### src/rtl/byte_unstriping.sv
// Byte unstriping: merges two striped 32-bit lanes back into one ordered
// stream (lane 0, lane 1, lane 0, ...) using a small FIFO per lane.
module byte_unstriping #(
  parameter int FIFO_DEPTH   = 4,
  parameter int IDLE_TIMEOUT = 8
) (
  input  logic        clk_2f,
  input  logic        reset,
  input  logic [31:0] lane_0,
  input  logic        valid_0,
  input  logic [31:0] lane_1,
  input  logic        valid_1,
  output logic [31:0] data_out,
  output logic        valid_out,
  output logic        active,
  output logic        overflow_err
);

  localparam int PW = (FIFO_DEPTH > 1) ? $clog2(FIFO_DEPTH) : 1;
  localparam int CW = PW + 1;

  localparam logic [1:0] ST_IDLE = 2'd0;
  localparam logic [1:0] ST_RUN  = 2'd1;
  localparam logic [1:0] ST_ERR  = 2'd2;

  localparam logic [CW-1:0] LP_FULL    = CW'(FIFO_DEPTH);
  localparam logic [7:0]    LP_TIMEOUT = 8'(IDLE_TIMEOUT);

  logic [31:0]   r_mem0 [FIFO_DEPTH];
  logic [31:0]   r_mem1 [FIFO_DEPTH];
  logic [PW-1:0] r_wp0, r_rp0, r_wp1, r_rp1;
  logic [CW-1:0] r_cnt0, r_cnt1;
  logic [1:0]    r_state;
  logic          r_sel;
  logic [7:0]    r_idleCnt;
  logic [31:0]   r_dataOut;
  logic          r_validOut;
  logic          r_active;
  logic          r_overflow;

  logic          w_empty0, w_empty1, w_full0, w_full1;
  logic          w_want0, w_want1, w_pop0, w_pop1;
  logic          w_push0, w_push1, w_ovf;
  logic          w_quiet, w_timeout;
  logic [7:0]    w_idleInc;

  // Decide this edge's pushes, pops, overflow and timeout from current state
  always_comb begin
    w_empty0  = (r_cnt0 == '0);
    w_empty1  = (r_cnt1 == '0);
    w_full0   = (r_cnt0 == LP_FULL);
    w_full1   = (r_cnt1 == LP_FULL);
    w_pop0    = (r_state == ST_RUN) && !r_sel && !w_empty0;
    w_pop1    = (r_state == ST_RUN) &&  r_sel && !w_empty1;
    w_want0   = ((r_state == ST_IDLE) || (r_state == ST_RUN)) && valid_0;
    w_want1   = ((r_state == ST_IDLE) && valid_0 && valid_1) ||
                ((r_state == ST_RUN) && valid_1);
    w_push0   = w_want0 && (!w_full0 || w_pop0);
    w_push1   = w_want1 && (!w_full1 || w_pop1);
    w_ovf     = (w_want0 && !w_push0) || (w_want1 && !w_push1);
    w_quiet   = (r_state == ST_RUN) && w_empty0 && w_empty1 && !valid_0 && !valid_1;
    w_idleInc = r_idleCnt + 8'd1;
    w_timeout = w_quiet && (w_idleInc == LP_TIMEOUT);
  end

  // Lane storage; nothing is written on a reset edge
  always_ff @(posedge clk_2f) begin
    if (!reset && w_push0) r_mem0[r_wp0] <= lane_0;
    if (!reset && w_push1) r_mem1[r_wp1] <= lane_1;
  end

  // Pointers, counts, output register, lane select, idle counter and FSM
  always_ff @(posedge clk_2f) begin
    if (reset) begin
      r_wp0      <= '0;
      r_rp0      <= '0;
      r_wp1      <= '0;
      r_rp1      <= '0;
      r_cnt0     <= '0;
      r_cnt1     <= '0;
      r_state    <= ST_IDLE;
      r_sel      <= 1'b0;
      r_idleCnt  <= 8'd0;
      r_dataOut  <= 32'h0;
      r_validOut <= 1'b0;
      r_active   <= 1'b0;
      r_overflow <= 1'b0;
    end else begin
      if (w_push0) r_wp0 <= r_wp0 + PW'(1);
      if (w_pop0)  r_rp0 <= r_rp0 + PW'(1);
      if (w_push1) r_wp1 <= r_wp1 + PW'(1);
      if (w_pop1)  r_rp1 <= r_rp1 + PW'(1);
      r_cnt0 <= r_cnt0 + CW'(w_push0) - CW'(w_pop0);
      r_cnt1 <= r_cnt1 + CW'(w_push1) - CW'(w_pop1);

      if (w_pop0) begin
        r_dataOut  <= r_mem0[r_rp0];
        r_validOut <= 1'b1;
      end else if (w_pop1) begin
        r_dataOut  <= r_mem1[r_rp1];
        r_validOut <= 1'b1;
      end else begin
        r_dataOut  <= 32'h0;
        r_validOut <= 1'b0;
      end

      if (w_ovf) r_overflow <= 1'b1;

      if (valid_0 || valid_1)  r_idleCnt <= 8'd0;
      else if (w_timeout)      r_idleCnt <= 8'd0;
      else if (w_quiet)        r_idleCnt <= w_idleInc;

      case (r_state)
        ST_IDLE: begin
          r_sel <= 1'b0;
          if (valid_0) begin
            r_state  <= ST_RUN;
            r_active <= 1'b1;
          end
        end
        ST_RUN: begin
          if (w_ovf) begin
            r_state  <= ST_ERR;
            r_active <= 1'b0;
          end else if (w_timeout) begin
            r_state  <= ST_IDLE;
            r_active <= 1'b0;
            r_sel    <= 1'b0;
          end
          if (!w_ovf && !w_timeout && (w_pop0 || w_pop1)) r_sel <= ~r_sel;
          else if (w_ovf && (w_pop0 || w_pop1))          r_sel <= ~r_sel;
        end
        ST_ERR: begin
          r_active <= 1'b0;
        end
        default: begin
          r_state  <= ST_IDLE;
          r_active <= 1'b0;
        end
      endcase
    end
  end

  assign data_out     = r_dataOut;
  assign valid_out    = r_validOut;
  assign active       = r_active;
  assign overflow_err = r_overflow;

endmodule

### config.mk
export PLATFORM = sky130hd
export DESIGN_NAME = byte_unstriping
export DESIGN_NICKNAME = d
export VERILOG_FILES = /design/src/rtl/byte_unstriping.sv
export SDC_FILE = /design/constraint.sdc
export NUM_CORES = 1
export LEC_CHECK = 0
export BUFFER_PORTS_ARGS = -buffer_cell sky130_fd_sc_hd__buf_2
export CAP_MARGIN = 20
export CORE_MARGIN = 2
export CORE_UTILIZATION = 59
export DETAILED_ROUTE_END_ITERATION = 8
export PLACE_DENSITY = 0.79
export SKIP_LAST_GASP = 1
export SYNTH_ARGS = -nofsm -noshare
export SYNTH_HDL_FRONTEND = slang
export SYNTH_SLANG_ARGS = --single-unit
### constraint.sdc
create_clock -name clk_2f -period 3.4 [get_ports clk_2f]
set_input_delay 0.17 -clock clk_2f [delete_from_list [all_inputs] [get_ports clk_2f]]
set_output_delay 0.17 -clock clk_2f [all_outputs]
set_load 0.02 [all_outputs]
==> results.sh, run 1 <==
export IMPL_status="complete, no violations"
export IMPL_clockPowerShare=0.365
export IMPL_synthArstFlopShare=0
export IMPL_synthFlopType="edfxtp_1"
export IMPL_post_cts_resized=0
export IMPL_slew_headroom=0.3585
export IMPL_clkTransAtPathRegs_ps=60
export IMPL_slowest_stage="dfxtp_1"
export IMPL_num_vias=6429
export IMPL_min_path_cells=3
export IMPL_die_y_um=146.4
export IMPL_required_ps=3810
export IMPL_whs_endpoint="r_idleCnt[5]$_SDFFE_PP0P_"
export IMPL_startpoint="r_sel$_SDFFE_PP0P_"
export IMPL_area_growth_pct=20.59
export IMPL_antenna_found_initial=0
export IMPL_yosys_cell_types_count=45
export IMPL_fp_dieArea_um2=21430
export IMPL_power_density_nw_per_um2=646.6
export IMPL_period_minus_slack_ps=2726
export IMPL_h_tree_depth=1
export IMPL_critPathTopFamily="adder cells"
export IMPL_start_util=0.5968
export IMPL_viasPerCell=5.866
export IMPL_fin_worst_skew_ps=8.400
export IMPL_p_leak_nw=4.936
export IMPL_die_x_um=146.4
export IMPL_io_buffer_count=102
export IMPL_dp_cells=975
export IMPL_cts_tree="done"
export IMPL_clk_latency_ps=560
export IMPL_tns_ps=0
export IMPL_slew_violations=0
export IMPL_worstSetupPathDepth=11
export IMPL_final_cells=1096
export IMPL_grt_max_degree=41
export IMPL_p_int_mw=7.070
export IMPL_avgSynthCellArea_um2=19.11
export IMPL_max_freq_mhz=366.9
export IMPL_hp_class="primary input to flip-flop"
export IMPL_routed_wl_mm=25.72
export IMPL_grtUsageTotal=0.2476
export IMPL_place_hpwl_mm=14.89
export IMPL_cts_root_buf="clkbuf_16"
export IMPL_grt_pass1_wl_mm=39.60
export IMPL_synth_seq_area_share=0.7499
export IMPL_final_cell_area_um2=14420
export IMPL_avgRoutedWirePerCell_um=23.46
export IMPL_drtIter0Drc=554
export IMPL_clk_path_buf_depth=3
export IMPL_drive_above_1_share=0.2978
export IMPL_drc_errors=0
export IMPL_p_sw_frac=0.2419
export IMPL_p_switching_mw=2.256
export IMPL_finalCritPeriodShare=0.8017
export IMPL_worst_path_max_fanout=5
export IMPL_max_vdd_ir_drop_mv=0.5413
export IMPL_diodes=0
export IMPL_comb_power_share=0.134
export IMPL_drtPass1Iterations=5
export IMPL_synth_edff_count=256
export IMPL_startpoint_type="flip-flop"
export IMPL_synth_fp_nets=710
export IMPL_cp_data_arrival_time_ps=3140
export IMPL_grt_pass1_vias=6808
export IMPL_ys_ff_latch=320
export IMPL_min_from="valid_1"
export IMPL_dpl_worst_slack_ps=666.1
export IMPL_end_kind="flip-flop"
export IMPL_fin_ws_ps=674.3
export IMPL_ff2ff_setup_slack_ps=670
export IMPL_hold_viol_final=0
export IMPL_core_um2=20040
export IMPL_slowest_delay_ps=470
export IMPL_r2r_start="r_sel$_SDFFE_PP0P_"
export IMPL_gp_congestion=0.7391
export IMPL_fin_nets=886
export IMPL_ant_nets=0
export IMPL_num_io_pins=103
export IMPL_reg2reg_to="r_cnt1[2]$_SDFF_PP0_"
export IMPL_crit_type="flip-flop to flip-flop"
export IMPL_placed_cell_area_um2=12750
export IMPL_drv_cap=0
export IMPL_r2r_cells=11
export IMPL_worst_pin_slew_ps=962.2
export IMPL_seq_power_share=0.501
export IMPL_clock_sinks=320
export IMPL_crit_chain="nand3b_1 -> a31o_2 -> nor2_1 -> inv_1 -> ha_1 -> inv_1 -> ha_1 -> fa_1 -> xnor2_1 -> xnor2_1 -> nor2_1"
export IMPL_syn_instance_count=626
export IMPL_grt_setup_unrepaired="no"
export IMPL_synth_area_um2=11960
export IMPL_rows=52
export IMPL_cts_buffers=30
export IMPL_ys_warn_count=0
export IMPL_finalSetupViolations=0
export IMPL_cp_num_buf_inv=2
export IMPL_grt_overflow_total=0
## power groups by stage
| stage | clock network (mW) | logic [mW] | registers [mW] |
|---|---|---|---|
| 2_1_floorplan | 0 | 0.781 | 4.74 |
| 3_3_place_gp | 0 | 1.13 | 4.72 |
| 3_5_place_dp | 0 | 1.18 | 4.74 |
| 4_1_cts | 3.44 | 1.26 | 4.67 |
| 5_1_grt | 3.59 | 1.35 | 4.69 |
| 6_report | 3.41 | 1.25 | 4.67 |
## sequential cells by signal, indices dropped and copies added (netlist names), named ones only
register / cells
r_cnt1: 3
r_sel: 1
r_mem0: 128
valid_out: 1
r_mem1: 128
r_idleCnt: 8
r_rp1: 2
r_rp0: 2
r_cnt0: 3
r_wp1: 2
r_state: 2
overflow_err: 1
active: 1
data_out: 32
r_wp0: 2
## logic make-up after synthesis
group,share of synthesized area
flops,0.7499
simple gates,0.04917
mux,0.1230
compound gates,0.02887
buf+inv,0.01569
xor+xnor,0.01538
fa+ha+maj,0.01799
## cell usage in the layout (no fill, tap or decap), types with 3 or more instances in the layout
cell type      count
dfxtp_2            4
clkbuf_8           7
nor2b_1            5
a21oi_1            4
mux4_2            64
bufinv_16          3
nor3_4             3
clkinv_1           4
ha_1              14
buf_2            102
buf_4              5
dfxtp_1           60
and2_2             8
nand3_1            4
xnor2_1           12
edfxtp_1         256
mux2i_1            3
nor2_1            60
xor2_1             9
inv_1             13
clkbuf_1           6
o21ai_0            3
nor3_1             6
clkbuf_16         30
a22oi_1           32
dlygate4sd3_1     65
nand2_1            9
## routing by layer
metal / vias up / routed length, um / share of wire / track usage
li1: 2809 / - / - / -
met1: 3297 / 9867 / 0.38 / 0.3162
met2: 252 / 13270 / 0.52 / 0.4243
met3: 71 / 1553 / 0.060 / 0.04875
met4: 0 / 1024 / 0.040 / 0.09903
met5: - / 0 / 0 / 0
## worst max path at each step
stage                                end  slack, ps
global route        r_cnt1[2]$_SDFF_PP0_        520
floorplan           r_cnt1[2]$_SDFF_PP0_       1010
CTS                 r_cnt1[2]$_SDFF_PP0_        660
detailed placement  r_cnt1[2]$_SDFF_PP0_        670
global placement    r_cnt1[2]$_SDFF_PP0_        840
finish              r_cnt1[2]$_SDFF_PP0_        670
## cell usage after synthesis (2+ instances only)
master    instances  area, um2
nor3_4            3      48.80
a21oi_1           4      20.02
nor4_2            2      25.02
nand3_1           4      20.02
o21ai_1           2      10.01
nor3_1            6      30.03
mux4_2           64       1441
fa_1              2      40.04
a22oi_1          32      240.2
nand2_1           9      33.78
ha_1             14      175.2
nand4_1           2      12.51
buf_2            14      70.07
and2_1            8      50.05
edfxtp_1        256       7687
dfxtp_1          64       1281
a31o_2            2      17.52
xnor2_1          12      105.1
clkbuf_1         12      45.04
nand2b_1          2      12.51
nor2_1           60      225.2
o21ai_0           3      15.01
mux2i_1           3      30.03
nor2b_1           5      31.28
xor2_1            9      78.83
inv_1            13      48.80
## layout make-up
| cell class | count | area (um2) |
|---|---|---|
| sequential | 320 | 8974 |
| multi-input combinational | 264 | 2819 |
| timing repair buffer | 173 | 1219 |
| tap | 270 | 337.8 |
| inverter | 13 | 48.80 |
| clock buffer | 43 | 869.6 |
| fill | 1218 | 5617 |
| clock inverter | 13 | 155.1 |
## per-stage QoR
step                      hold slack [ps]  power [mW]    util
after detailed placement            385.8       5.919  0.6361
after floorplan                     268.9       5.518       -
after global routing                74.81       9.643  0.7197
final                               67.37       9.326  0.7197
after global placement              380.7       5.850  0.6361
after CTS                           50.15       9.367  0.7197
## tightest hold or removal path, cell delays in order
cell and delay [ps]:
buf_2 120, or3_2 210, nor2_1 60
## repair_timing
action	CTS	global route
hold buffers	65	0
endpoints found under the hold margin	258	0
buffers inserted	0	0
setup endpoints to repair	0	0
No activity file was read; power rests on OpenSTA's default activity.
==> run 2: changes to the inputs <==
--- a/config.mk
+++ b/config.mk
@@ -5,6 +5,7 @@
 export SDC_FILE = /design/constraint.sdc
 export NUM_CORES = 1
 export LEC_CHECK = 0
+export ABC_AREA = 1
 export BUFFER_PORTS_ARGS = -buffer_cell sky130_fd_sc_hd__buf_2
 export CAP_MARGIN = 20
 export CORE_MARGIN = 2
==> constraint.sdc (replaced) <==
create_clock -name clk_2f -period 2.66 [get_ports clk_2f]
set_input_delay 0.133 -clock clk_2f [delete_from_list [all_inputs] [get_ports clk_2f]]
set_output_delay 0.133 -clock clk_2f [all_outputs]
set_load 0.02 [all_outputs]
==> results.sh, run 2 <==
export IMPL_fin_nets=1254
export IMPL_comb_power_share=0.120
export IMPL_hold_viol_final=0
export IMPL_required_ps=3090
export IMPL_slew_violations=0
export IMPL_power_density_nw_per_um2=799.0
export IMPL_cp_data_arrival_time_ps=2770
export IMPL_die_y_um=148.6
export IMPL_routed_wl_mm=26.67
export IMPL_worst_path_max_fanout=5
export IMPL_io_buffer_count=102
export IMPL_num_vias=8257
export IMPL_synthArstFlopShare=0
export IMPL_drv_cap=0
export IMPL_ctsHoldBuffers=65
export IMPL_p_leak_nw=5.367
export IMPL_seq_power_share=0.493
export IMPL_drtPass1Iterations=5
export IMPL_finalCritPeriodShare=0.8808
export IMPL_final_cell_mix="edfxtp_1, nor2_1, nand2_1"
export IMPL_ys_top_cells_by_area="edfxtp_1, dfxtp_1, nor2_1, o32ai_1, nand2_1"
export IMPL_status="complete, no violations"
export IMPL_synth_edff_count=256
export IMPL_synth_fp_nets=1083
export IMPL_grt_max_degree=53
export IMPL_p_sw_frac=0.2481
export IMPL_die_x_um=148.6
export IMPL_fillCellCount=1272
export IMPL_gp_congestion=0.8227
export IMPL_antenna_found_initial=0
export IMPL_yosysTopAreaCellShare=0.6233
export IMPL_yosys_cell_types_count=31
export IMPL_syn_instance_count=999
export IMPL_slew_headroom=0.3929
export IMPL_grt_setup_unrepaired="no"
export IMPL_clk_latency_ps=520
export IMPL_clk_path_buf_depth=3
export IMPL_cts_buffers=34
export IMPL_grt_overflow_total=0
export IMPL_drive_above_1_share=0.1715
export IMPL_crit_type="flip-flop to flip-flop"
export IMPL_synth_most_common_cell="edfxtp_1"
export IMPL_grtUsageTotal=0.2443
export IMPL_synth_area_um2=12330
export IMPL_start_util=0.6057
export IMPL_post_cts_buffers=0
export IMPL_p_switching_mw=2.947
export IMPL_fp_dieArea_um2=22080
export IMPL_hp_class="primary input to flip-flop"
export IMPL_tns_ps=0
export IMPL_fin_worst_skew_ps=29.19
export IMPL_max_vdd_ir_drop_mv=0.6927
export IMPL_drc_errors=0
export IMPL_synthTopCellsByCount="edfxtp_1, nor2_1, nand2_1"
export IMPL_diodes=0
export IMPL_viasPerCell=5.636
export IMPL_synth_top_area_cell="edfxtp_1"
export IMPL_final_common_cell="edfxtp_1"
export IMPL_r2r_cells=12
export IMPL_p_int_mw=8.929
export IMPL_h_tree_depth=2
export IMPL_dp_cells=1339
export IMPL_core_um2=20360
export IMPL_num_io_pins=103
export IMPL_place_hpwl_mm=15.46
export IMPL_synth_seq_area_share=0.7271
export IMPL_area_growth_pct=20.51
export IMPL_drtIter0Drc=673
export IMPL_clockPowerShare=0.386
export IMPL_cts_tree="done"
export IMPL_finalSetupViolations=0
export IMPL_cts_root_buf="clkbuf_16"
export IMPL_max_freq_mhz=426.8
export IMPL_clock_sinks=320
export IMPL_post_cts_resized=0
export IMPL_min_path_cells=4
export IMPL_grt_pass1_wl_mm=41.51
export IMPL_clkTransAtPathRegs_ps=60
export IMPL_startpoint_type="flip-flop"
export IMPL_grt_pass1_vias=8157
export IMPL_final_cells=1465
export IMPL_synthFlopType="edfxtp_1"
export IMPL_ff2ff_setup_slack_ps=320
export IMPL_ant_nets=0
export IMPL_avgRoutedWirePerCell_um=18.20
export IMPL_ys_ff_latch=320
export IMPL_avgSynthCellArea_um2=12.35
export IMPL_ys_warn_count=0
export IMPL_worst_pin_slew_ps=910.7
export IMPL_period_minus_slack_ps=2343
export IMPL_end_kind="flip-flop"
export IMPL_rows=52
==> run 2: changes by cell type in the layout (fill, tap and decap cells not counted), sizes merged, moves of 6 or more <==
cell and change:
xor2 -6, xnor2 -12, buf +16, o32ai +64
nand3 +9, nand2 +102, a21oi +53, inv +40
and2 -8, mux4 -64, clkbuf +7, a22oi -32
nor2 +163, o21ai +70
==> run 2: critical path, stage by stage (launching register included) <==
cell,delay (ps)
dfxtp_1,340
inv_2,90
nand2_2,90
nor2_2,100
nand2_2,100
nand2_1,90
nand2_1,120
ha_1,310
inv_1,40
ha_1,180
fa_1,380
or2_2,300
a21oi_1,120
==> run 2: metrics by stage <==
stage / util / instance area (um2) / hold WS [ps] / setup WS, ps / power [mW]
after floorplan: - / 12330 / 231.9 / 21.46 / 6.839
after global placement: 0.6437 / 13110 / 344.2 / 442.0 / 7.233
after detailed placement: 0.6437 / 13110 / 348.4 / 359.6 / 7.288
after CTS: 0.7299 / 14860 / 137.1 / 336.0 / 11.92
after global routing: 0.7299 / 14860 / 179.7 / 158.5 / 12.31
final: 0.7299 / 14860 / 151.3 / 317.0 / 11.88
==> run 2: layer usage <==
metal  wire (um)  vias up  part of all wire  global-route usage
met3        1600       60             0.060             0.04601
met4         793        0             0.030             0.08857
li1            -     3889                 -                   -
met2       13500      285              0.51              0.4289
met5           0        -                 0                   0
met1       10770     4023              0.40              0.3050
==> run 2: cell type report <==
type,instances,area [um2],share of cell area
multi-input combinational,573,2913,0.1960
clock inverter,11,112.6,0.007576
inverter,52,196.4,0.01322
clock buffer,50,992.2,0.06675
timing repair buffer,189,1339,0.09007
sequential,320,8974,0.6037
tap,270,337.8,0.02273
==> run 2: worst paths after layout <==
kind / start / to
worst min register to register: r_rp1[0]$_SDFFE_PP0P_ / flip-flop
worst min-delay path: reset / r_sel$_SDFFE_PP0P_
worst max-delay path: r_state[1]$_SDFFE_PP0P_ / r_cnt0[2]$_SDFF_PP0_
worst max register to register: r_state[1]$_SDFFE_PP0P_ / r_cnt0[2]$_SDFF_PP0_
==> run 2: power groups by stage <==
stage          clock (mW)  combinational (mW)  sequential, mW
2_1_floorplan           0               0.859            5.98
3_3_place_gp            0                1.29            5.94
3_5_place_dp            0                1.33            5.95
4_1_cts              4.64                1.43            5.85
5_1_grt              4.86                1.57            5.88
6_report             4.59                1.43            5.86
==> run 2: cell families after synthesis <==
| family | after synthesis | synth area share |
|---|---|---|
| simple gates | 358 | 0.1159 |
| xor+xnor | 3 | 0.002131 |
| compound gates | 196 | 0.09901 |
| buf+inv | 106 | 0.03835 |
| flops | 320 | 0.7271 |
| fa+ha+maj | 16 | 0.01745 |
==> run 3: changes to the inputs <==
--- a/config.mk
+++ b/config.mk
@@ -11,7 +11,9 @@
 export CORE_MARGIN = 2
 export CORE_UTILIZATION = 59
 export DETAILED_ROUTE_END_ITERATION = 8
+export GPL_ROUTABILITY_DRIVEN = 0
 export PLACE_DENSITY = 0.79
+export REMOVE_ABC_BUFFERS = 1
 export SKIP_LAST_GASP = 1
 export SYNTH_ARGS = -nofsm -noshare
 export SYNTH_HDL_FRONTEND = slang
==> results.sh, run 3 (synthesized netlist as in run 2, its figures left out) <==
export IMPL_ctsHoldBuffers=65
export IMPL_num_io_pins=103
export IMPL_core_um2=20360
export IMPL_regArea_um2=8974
export IMPL_period_minus_slack_ps=2315
export IMPL_final_cell_mix="edfxtp_1, nor2_1, nand2_1"
export IMPL_end_kind="flip-flop"
export IMPL_fin_nets=1251
export IMPL_worst_pin_slew_ps=1034
export IMPL_area_growth_pct=20.58
export IMPL_finish_utilization=0.7303
export IMPL_finalCritPeriodShare=0.8702
export IMPL_start_util=0.6057
export IMPL_clock_sinks=320
export IMPL_tns_ps=0
export IMPL_final_common_cell="edfxtp_1"
export IMPL_max_vdd_ir_drop_mv=0.5660
export IMPL_slew_violations=0
export IMPL_ant_nets=0
export IMPL_clk_latency_ps=560
export IMPL_hp_class="primary input to flip-flop"
export IMPL_startpoint_type="flip-flop"
export IMPL_grt_pass1_wl_mm=42.08
export IMPL_post_cts_buffers=0
export IMPL_h_tree_depth=1
export IMPL_num_vias=8354
export IMPL_fillCellCount=1298
export IMPL_hold_viol_final=0
export IMPL_slew_headroom=0.3107
export IMPL_grt_setup_unrepaired="no"
export IMPL_viasPerCell=5.714
export IMPL_r2r_cells=12
export IMPL_worst_path_max_fanout=5
export IMPL_clk_path_buf_depth=3
export IMPL_place_hpwl_mm=15.47
export IMPL_grt_overflow_total=0
export IMPL_multiInputGateArea_um2=2913
export IMPL_required_ps=3130
export IMPL_io_buffer_count=102
export IMPL_placed_cell_area_um2=13120
export IMPL_drtPass1Iterations=5
export IMPL_diodes=0
export IMPL_cts_root_buf="clkbuf_16"
export IMPL_power_density_nw_per_um2=797.3
export IMPL_fin_worst_skew_ps=21.80
export IMPL_crit_type="flip-flop to flip-flop"
export IMPL_drc_errors=0
export IMPL_cts_tree="done"
export IMPL_grtUsageTotal=0.2454
export IMPL_final_cell_area_um2=14870
export IMPL_die_x_um=148.6
export IMPL_die_y_um=148.6
export IMPL_grt_max_degree=65
export IMPL_grt_pass1_vias=8651
export IMPL_drive_above_1_share=0.1753
export IMPL_cts_buffers=31
export IMPL_rows=52
export IMPL_max_freq_mhz=432.0
export IMPL_fp_dieArea_um2=22080
export IMPL_p_leak_nw=5.380
export IMPL_avgRoutedWirePerCell_um=18.52
export IMPL_post_cts_resized=0
export IMPL_antenna_found_initial=0
export IMPL_drv_cap=0
export IMPL_finalSetupViolations=0
export IMPL_status="complete, no violations"
export IMPL_clkTransAtPathRegs_ps=60
export IMPL_drtIter0Drc=707
export IMPL_min_path_cells=4
export IMPL_cp_data_arrival_time_ps=2790
export IMPL_routed_wl_mm=27.08
-- run 3: cell types whose count changed in the layout (fill, tap and decap cells not counted), sizes merged --
cell	change
clkbuf	-9
bufinv	+4
clkinv	+2
clkinvlp	+1
inv	-1
-- run 3: final timing paths --
path,slack [ps],end,startpoint
worst min-delay path,50,r_sel$_SDFFE_PP0P_,reset
worst max register to register,350,r_cnt0[2]$_SDFF_PP0_,r_state[1]$_SDFFE_PP0P_
worst max-delay path,350,r_cnt0[2]$_SDFF_PP0_,r_state[1]$_SDFFE_PP0P_
worst min register to register,480,flip-flop,r_rp0[1]$_SDFFE_PP0N_
-- run 3: cell type report --
type                            count  area share
Tap cell                          270     0.02271
Sequential cell                   320      0.6033
Multi-Input combinational cell    573      0.1958
Clock buffer                       41     0.05939
Inverter                           52     0.01321
Timing Repair Buffer              189     0.09086
Clock inverter                     17     0.01464
-- run 3: critical path, stage by stage, from the launching register on --
cell and delay (ps):
dfxtp_1 340, inv_2 90, nand2_2 90, nor2_2 100, nand2_2 100, nand2_1 90
nand2_1 120, ha_1 310, inv_1 40, ha_1 180, fa_1 380, or2_2 300
a21oi_1 110
-- run 3: through the flow --
step / hold WS (ps) / std cells / setup WS (ps) / power (mW)
after floorplan: 202.1 / 945 / -30.51 / 6.756
after global placement: 346.4 / 1339 / 448.6 / 7.202
after detailed placement: 348.5 / 1339 / 359.3 / 7.271
after CTS: 40.20 / 1462 / 354.5 / 11.91
after global routing: 67.23 / 1462 / 172.3 / 12.30
final: 50.19 / 1462 / 345.1 / 11.86
-- run 3: power breakdown --
group | switching, mW | internal (mW)
registers | 0.122 | 5.71
clock network | 1.78 | 2.81
logic | 0.932 | 0.497
-- run 3: per-layer routing --
metal	global-route usage	vias to the layer above	wire, um
met5	0	-	0
met4	0.09905	0	895
met3	0.03804	66	1897
met2	0.4375	339	13710
met1	0.3012	4070	10570
li1	-	3879	-
